**config.mk**
```make
export PLATFORM = sky130hd
export DESIGN_NAME = mil1553_word_encoder_flat
export DESIGN_NICKNAME = d
export VERILOG_FILES = /design/src/rtl/mil1553_word_encoder_if.sv /design/src/rtl/mil1553_word_encoder.sv /design/src/flat_wrapper.sv
export SDC_FILE = /design/constraint.sdc
export NUM_CORES = 1
export LEC_CHECK = 0
export BUFFER_PORTS_ARGS = -buffer_cell sky130_fd_sc_hd__buf_2
export CAP_MARGIN = 20
export CORE_AREA = 5 5 62 69
export DETAILED_ROUTE_END_ITERATION = 7
export DIE_AREA = 0 0 67 74
export GPL_TIMING_DRIVEN = 0
export MAX_ROUTING_LAYER = met4
export PLACE_DENSITY = 0.73
export SLEW_MARGIN = 0
export SYNTH_ARGS = -nofsm -noshare
export SYNTH_HDL_FRONTEND = slang
export SYNTH_SLANG_ARGS = --single-unit
```
**constraint.sdc**
```tcl
create_clock -name clk -period 2.25 [get_ports clk]
set_clock_uncertainty 0.1 [all_clocks]
set_input_delay 0.5625 -clock clk [delete_from_list [all_inputs] [get_ports clk]]
set_output_delay 0.5625 -clock clk [all_outputs]
set_load 0.03 [all_outputs]
```
**src/rtl/mil1553_word_encoder_if.sv**
```systemverilog
// Word-source side of the 1553 encoder: start strobes and word in, serial line and status out.
// A start is taken on the rising edge where tx_busy=0 and tx_csw|tx_dw=1; strobes while busy are dropped.
interface mil1553_word_encoder_if;
   logic [15:0] tx_dword;
   logic        tx_csw;
   logic        tx_dw;
   logic        tx_busy;
   logic        tx_data;
   logic        tx_dval;
   logic        fetch_next;
   logic [1:0]  state_dbg;

   modport master (
      output tx_dword, tx_csw, tx_dw,
      input  tx_busy, tx_data, tx_dval, fetch_next, state_dbg
   );

   modport slave (
      input  tx_dword, tx_csw, tx_dw,
      output tx_busy, tx_data, tx_dval, fetch_next, state_dbg
   );
endinterface

```
**src/rtl/mil1553_word_encoder.sv**
```systemverilog
// MIL-STD-1553B word transmitter: one 16-bit word -> 40 half-bit Manchester II frame
// (3-bit sync, 16 data bits MSB first, odd parity). One clk = one half-bit.
module mil1553_word_encoder (
   input  logic                   clk,
   input  logic                   rst_n,
   mil1553_word_encoder_if.slave  bus
);
   localparam logic [1:0] IDLE   = 2'd0;
   localparam logic [1:0] SYNC   = 2'd1;
   localparam logic [1:0] DATA   = 2'd2;
   localparam logic [1:0] PARITY = 2'd3;

   localparam logic [5:0] SYNC_MID     = 6'd3;
   localparam logic [5:0] SYNC_END     = 6'd6;
   localparam logic [5:0] PARITY_START = 6'd38;
   localparam logic [5:0] LAST_HALF    = 6'd39;

   logic [1:0]  state;
   logic [5:0]  cnt;
   logic [16:0] shreg;
   logic        sync_csw;
   logic        busy_q;
   logic        data_q;
   logic        dval_q;
   logic        fetch_q;

   logic        start;
   logic [5:0]  cnt_nx;
   logic        half_nx;
   logic        shift_nx;
   logic [1:0]  state_nx;

   // cnt is the index of the half-bit currently on the line; the next one is
   // computed here so every output stays a plain register.
   always_comb begin
      start    = ~busy_q & (bus.tx_csw | bus.tx_dw);
      cnt_nx   = cnt + 6'd1;
      half_nx  = 1'b0;
      shift_nx = 1'b0;
      state_nx = SYNC;
      if (cnt_nx < SYNC_END) begin
         half_nx  = sync_csw ? (cnt_nx < SYNC_MID) : (cnt_nx >= SYNC_MID);
         state_nx = SYNC;
      end else begin
         // Even index = first half (true bit), odd = second half (inverted), then advance.
         half_nx  = cnt_nx[0] ? ~shreg[16] : shreg[16];
         shift_nx = cnt_nx[0];
         state_nx = (cnt_nx >= PARITY_START) ? PARITY : DATA;
      end
   end

   always_ff @(posedge clk or negedge rst_n) begin
      if (!rst_n) begin
         state    <= IDLE;
         cnt      <= 6'd0;
         shreg    <= 17'd0;
         sync_csw <= 1'b0;
         busy_q   <= 1'b0;
         data_q   <= 1'b0;
         dval_q   <= 1'b0;
         fetch_q  <= 1'b0;
      end else begin
         case (state)
            IDLE: begin
               if (start) begin
                  state    <= SYNC;
                  cnt      <= 6'd0;
                  shreg    <= {bus.tx_dword, ~^bus.tx_dword};
                  sync_csw <= bus.tx_csw;
                  busy_q   <= 1'b1;
                  dval_q   <= 1'b1;
                  data_q   <= bus.tx_csw;
                  fetch_q  <= 1'b0;
               end
            end
            default: begin
               if (cnt == LAST_HALF) begin
                  state   <= IDLE;
                  busy_q  <= 1'b0;
                  dval_q  <= 1'b0;
                  data_q  <= 1'b0;
                  fetch_q <= 1'b0;
               end else begin
                  state   <= state_nx;
                  cnt     <= cnt_nx;
                  data_q  <= half_nx;
                  fetch_q <= (cnt_nx == LAST_HALF);
                  if (shift_nx) shreg <= {shreg[15:0], 1'b0};
               end
            end
         endcase
      end
   end

   assign bus.tx_busy    = busy_q;
   assign bus.tx_data    = data_q;
   assign bus.tx_dval    = dval_q;
   assign bus.fetch_next = fetch_q;
   assign bus.state_dbg  = state;
endmodule

```
**src/flat_wrapper.sv**
```systemverilog
// flat-port wrapper written by rule: the top's interface ports become plain ports
module mil1553_word_encoder_flat 
  (clk, rst_n, bus_tx_dword, bus_tx_csw, bus_tx_dw, bus_tx_busy, bus_tx_data, bus_tx_dval, bus_fetch_next, bus_state_dbg);
  mil1553_word_encoder_if bus_i ();
  input  logic clk;
  input  logic rst_n;
  input wire logic [$bits(bus_i.tx_dword)-1:0] bus_tx_dword;
  input wire logic [$bits(bus_i.tx_csw)-1:0] bus_tx_csw;
  input wire logic [$bits(bus_i.tx_dw)-1:0] bus_tx_dw;
  output wire logic [$bits(bus_i.tx_busy)-1:0] bus_tx_busy;
  output wire logic [$bits(bus_i.tx_data)-1:0] bus_tx_data;
  output wire logic [$bits(bus_i.tx_dval)-1:0] bus_tx_dval;
  output wire logic [$bits(bus_i.fetch_next)-1:0] bus_fetch_next;
  output wire logic [$bits(bus_i.state_dbg)-1:0] bus_state_dbg;
  assign bus_i.tx_dword = bus_tx_dword;
  assign bus_i.tx_csw = bus_tx_csw;
  assign bus_i.tx_dw = bus_tx_dw;
  assign bus_tx_busy = bus_i.tx_busy;
  assign bus_tx_data = bus_i.tx_data;
  assign bus_tx_dval = bus_i.tx_dval;
  assign bus_fetch_next = bus_i.fetch_next;
  assign bus_state_dbg = bus_i.state_dbg;
  mil1553_word_encoder u_core (.clk(clk), .rst_n(rst_n), .bus(bus_i));
endmodule
```
==> impl_results.md <==
- Routability Congestion: about 0.84
- Ys Warns: 0
- PnR worst setup slack: ~0.045 ns
- Pin count of the biggest net entering global routing: 30
- Core Util, Final: about three fifths
- Leak: ~0.88 nW
- Slew @ Worst Pin: approximately 0.66 ns
- Share of the synthesized area in the top cell type: a little over two fifths
- Critical Path RT: between 2 and 2.5 ns
- Initial antenna violation count: 0
- Area Growth Syn to Fin: 27.4%
- Critical path cell sequence: buf_4 -> buf_6 -> a311oi_1 -> a31oi_2 -> a2111oi_4 -> buf_6 -> buf_8 -> mux2i_1 -> o22ai_1
- TNS Setup: 0 ns
- PwrDens: 1660 nW/um^2
- Avg WL per Cell: between 15 and 20 um
- Setup violations, final: 0
- Async SR Flop Fraction: 100%
- Highest-delay cell along the critical path: dfrtp_1
- Post-Syn Nets: between 150 and 200
- Main area contributors after synthesis: dfrtp_1 (42%), o32a_1 (10%), xnor2_1 (8.7%)
- Post-synth top area cell: dfrtp_1
- Vias in the first global route: 1439
- Mapped Area: 1710 sq um
- Cell count after placement: around 240
- F_max: 454 MHz
- Psw: 1.42 mW
- Global Route Usage Sum: between 15 and 20%
- Setup slack at placement: -0.146 ns
- Root Driver: clkbuf_8
- Final cell count without fillers: 251
- Post-detail-place hpwl: ~2600 um
- Syn avg cell area: about 11 sq um
- Final Hold Viols: 0
- Crit path capture type: register
- Max-Slew Margin vs Limit: roughly 56%
- Worst setup SP type: register
- Worst hold path class: input port to asynchronous set/reset pin
- Crit path arrival time: around 2.3 ns
- Die area: just under 5000 sq um
- EDFF count, synth: 0
- Slew Viols, Final: 0
- Clock slew at reported path FFs: 0.06 ns
- Core box area: 3540 sq um
- Via-per-instance ratio: between 5 and 6
- DRC Markers: 0
- # hold bufs at CTS: 0
- Clock latency on the worst-skew pair: 0.28 ns
- Top_reg_cell synth: dfrtp_1
- Via count: 1392
- Part of the power in combinational logic: 59.6%
- First drt pass iteration count: 4
- Peak supply drop: 0.742 mV
- Sw Share: 39.1%
- Port bufs: 25
- Seq cells post-synth: 29
- Num rows: 23
- Crit path kind: register to register
- # IOs: 26
- TritonCTS clock tree: built
- Share of cells above drive strength 1: roughly a third
- N_diodes: 0
- Sequential fraction of design power: about 25%
- Die height: between 70 and 80 um
- Max incr delay on CP: between 0.3 and 0.4 ns
- Most frequent cells in the layout: buf_2 (28), dfrtp_1 (28), o21a_1 (17), o32a_1 (17), xnor2_1 (16)
- Final Net Count: approximately 220
- Sequential share of the synthesized area: a little over two fifths
- Clock Power Share: about 16%
- FILL cells: 310
- Routed wire length: a little under 4000 um
- Pint: between 2 and 2.5 mW
- Reg-to-reg setup timing slack: about 0.045 ns
- Final period utilization: 98.0%
- Initial drt markers: 87
- # clock sinks: 29
- Crit path time final: ~2.2 ns
- CTS Buf Count: 5
- Initial Util: between 40% and 50%
- Antenna Nets Post-Route: 0
- Max_cap viols: 0
- Cell mode on critical path: buf_6
- First-pass GRT wire length: roughly 6400 um
- Yosys cell types: 37
- Htree depth: 2
- Status: completed
- Die Width: approximately 67 um
- Maximum root-to-sink buffer count: 2
- GRT overflow: 0
- Syn Inst Count: ~160
- CP max FO: 8
-- flip-flops by register name (all words and copies together), names as in the netlist --
register and count:
u_core.bus.state_dbg 2, u_core.bus.fetch_next 1, u_core.sync_csw 1, u_core.shreg 17
u_core.bus.tx_data 1, u_core.bus.tx_busy 1, u_core.cnt 6
-- area by class of cell --
type / instances / area (sq um) / share of cell area (%)
inverters: 4 / 15.0 / 0.690
plain buffers: 15 / 116 / 5.34
clock inverters: 1 / 30.0 / 1.38
repair buffers: 32 / 215 / 9.89
well taps: 50 / 62.6 / 2.87
flip-flops and latches: 29 / 727 / 33.4
multi-input cells: 113 / 925 / 42.5
clock buffers: 7 / 86.3 / 3.97
-- metal layers --
metal	global-route usage (%)	wire, um	vias up
met1	19.6	1640	687
met5	-	0	-
met4	6.31	55	0
li1	-	-	667
met3	5.74	180	6
met2	30.2	2060	32
-- power groups by stage --
| stage | combinational, mW | sequential [mW] | clock (mW) |
|---|---|---|---|
| after floorplan | 1.31 | 0.949 | 0 |
| after global placement | 1.66 | 0.908 | 0 |
| after detailed placement | 1.70 | 0.921 | 0 |
| after CTS | 1.85 | 0.896 | 0.569 |
| final | 2.16 | 0.903 | 0.560 |
| after global routing | 2.35 | 0.929 | 0.604 |
-- path summary, 6_finish.rpt --
path                                              from                             end  depth (start not counted)
setup / recovery             u_core.cnt[0]$_DFFE_PN0P_  u_core.bus.tx_data$_DFFE_PN0P_                          9
hold / removal                                   rst_n       u_core.cnt[2]$_DFFE_PN0P_                          1
setup reg to reg             u_core.cnt[0]$_DFFE_PN0P_  u_core.bus.tx_data$_DFFE_PN0P_                          9
hold reg to reg            u_core.shreg[2]$_DFFE_PN0P_     u_core.shreg[2]$_DFFE_PN0P_                          1
max in group asynchronous                        rst_n       u_core.cnt[1]$_DFFE_PN0P_                          1
min in group clk           u_core.shreg[2]$_DFFE_PN0P_     u_core.shreg[2]$_DFFE_PN0P_                          1
-- worst max-delay path: cells and delay by family (launching register included) --
family | cells | cell delay [ns]
flip-flops | 1 | 0.39
multiplexers | 1 | 0.19
buffers and inverters | 4 | 0.59
AO/OA/AOI/OAI | 4 | 0.82
-- kinds of logic (layout without fill, tap and decap cells) --
| group | Yosys count | after routing | synth area share [%] |
|---|---|---|---|
| compound gates | 57 | 57 | 28.0 |
| mux | 2 | 2 | 1.17 |
| xor+xnor | 20 | 20 | 10.2 |
| fa+ha+maj | 3 | 3 | 2.20 |
| buf+inv | 19 | 59 | 6.66 |
| simple gates | 31 | 31 | 9.22 |
| flops | 29 | 29 | 42.5 |
-- Yosys cell counts (all sizes together) (2+ instances only) --
| cell | number |
|---|---|
| inv | 4 |
| a21oi | 4 |
| nand2b | 2 |
| dfrtp | 29 |
| a21boi | 2 |
| xor2 | 3 |
| buf | 12 |
| xnor2 | 17 |
| nand3 | 7 |
| o21ai | 6 |
| o31ai | 4 |
| clkbuf | 3 |
| or2 | 2 |
| o32a | 17 |
| ha | 3 |
| or3b | 2 |
| nor3 | 2 |
| mux2i | 2 |
| nor2 | 6 |
| nand2 | 7 |
| o21a | 17 |
-- stage by stage --
step	hold WS, ns	power, mW	area [sq um]
6_report	0.204	3.62	2180
5_1_grt	0.247	3.88	2180
4_1_cts	0.230	3.32	2070
3_5_place_dp	0.380	2.63	1900
3_3_place_gp	0.374	2.57	1900
2_1_floorplan	0.167	2.26	1710
-- what timing repair did --
item                                   CTS  global route
endpoints found under the hold margin    0             0
gates cloned                             0             2
pin swaps                                2             4
setup endpoints to repair               19            18
setup buffers                            3             3
gates resized for setup                  6            13
Note: power is estimated with default switching activity, not from simulation.
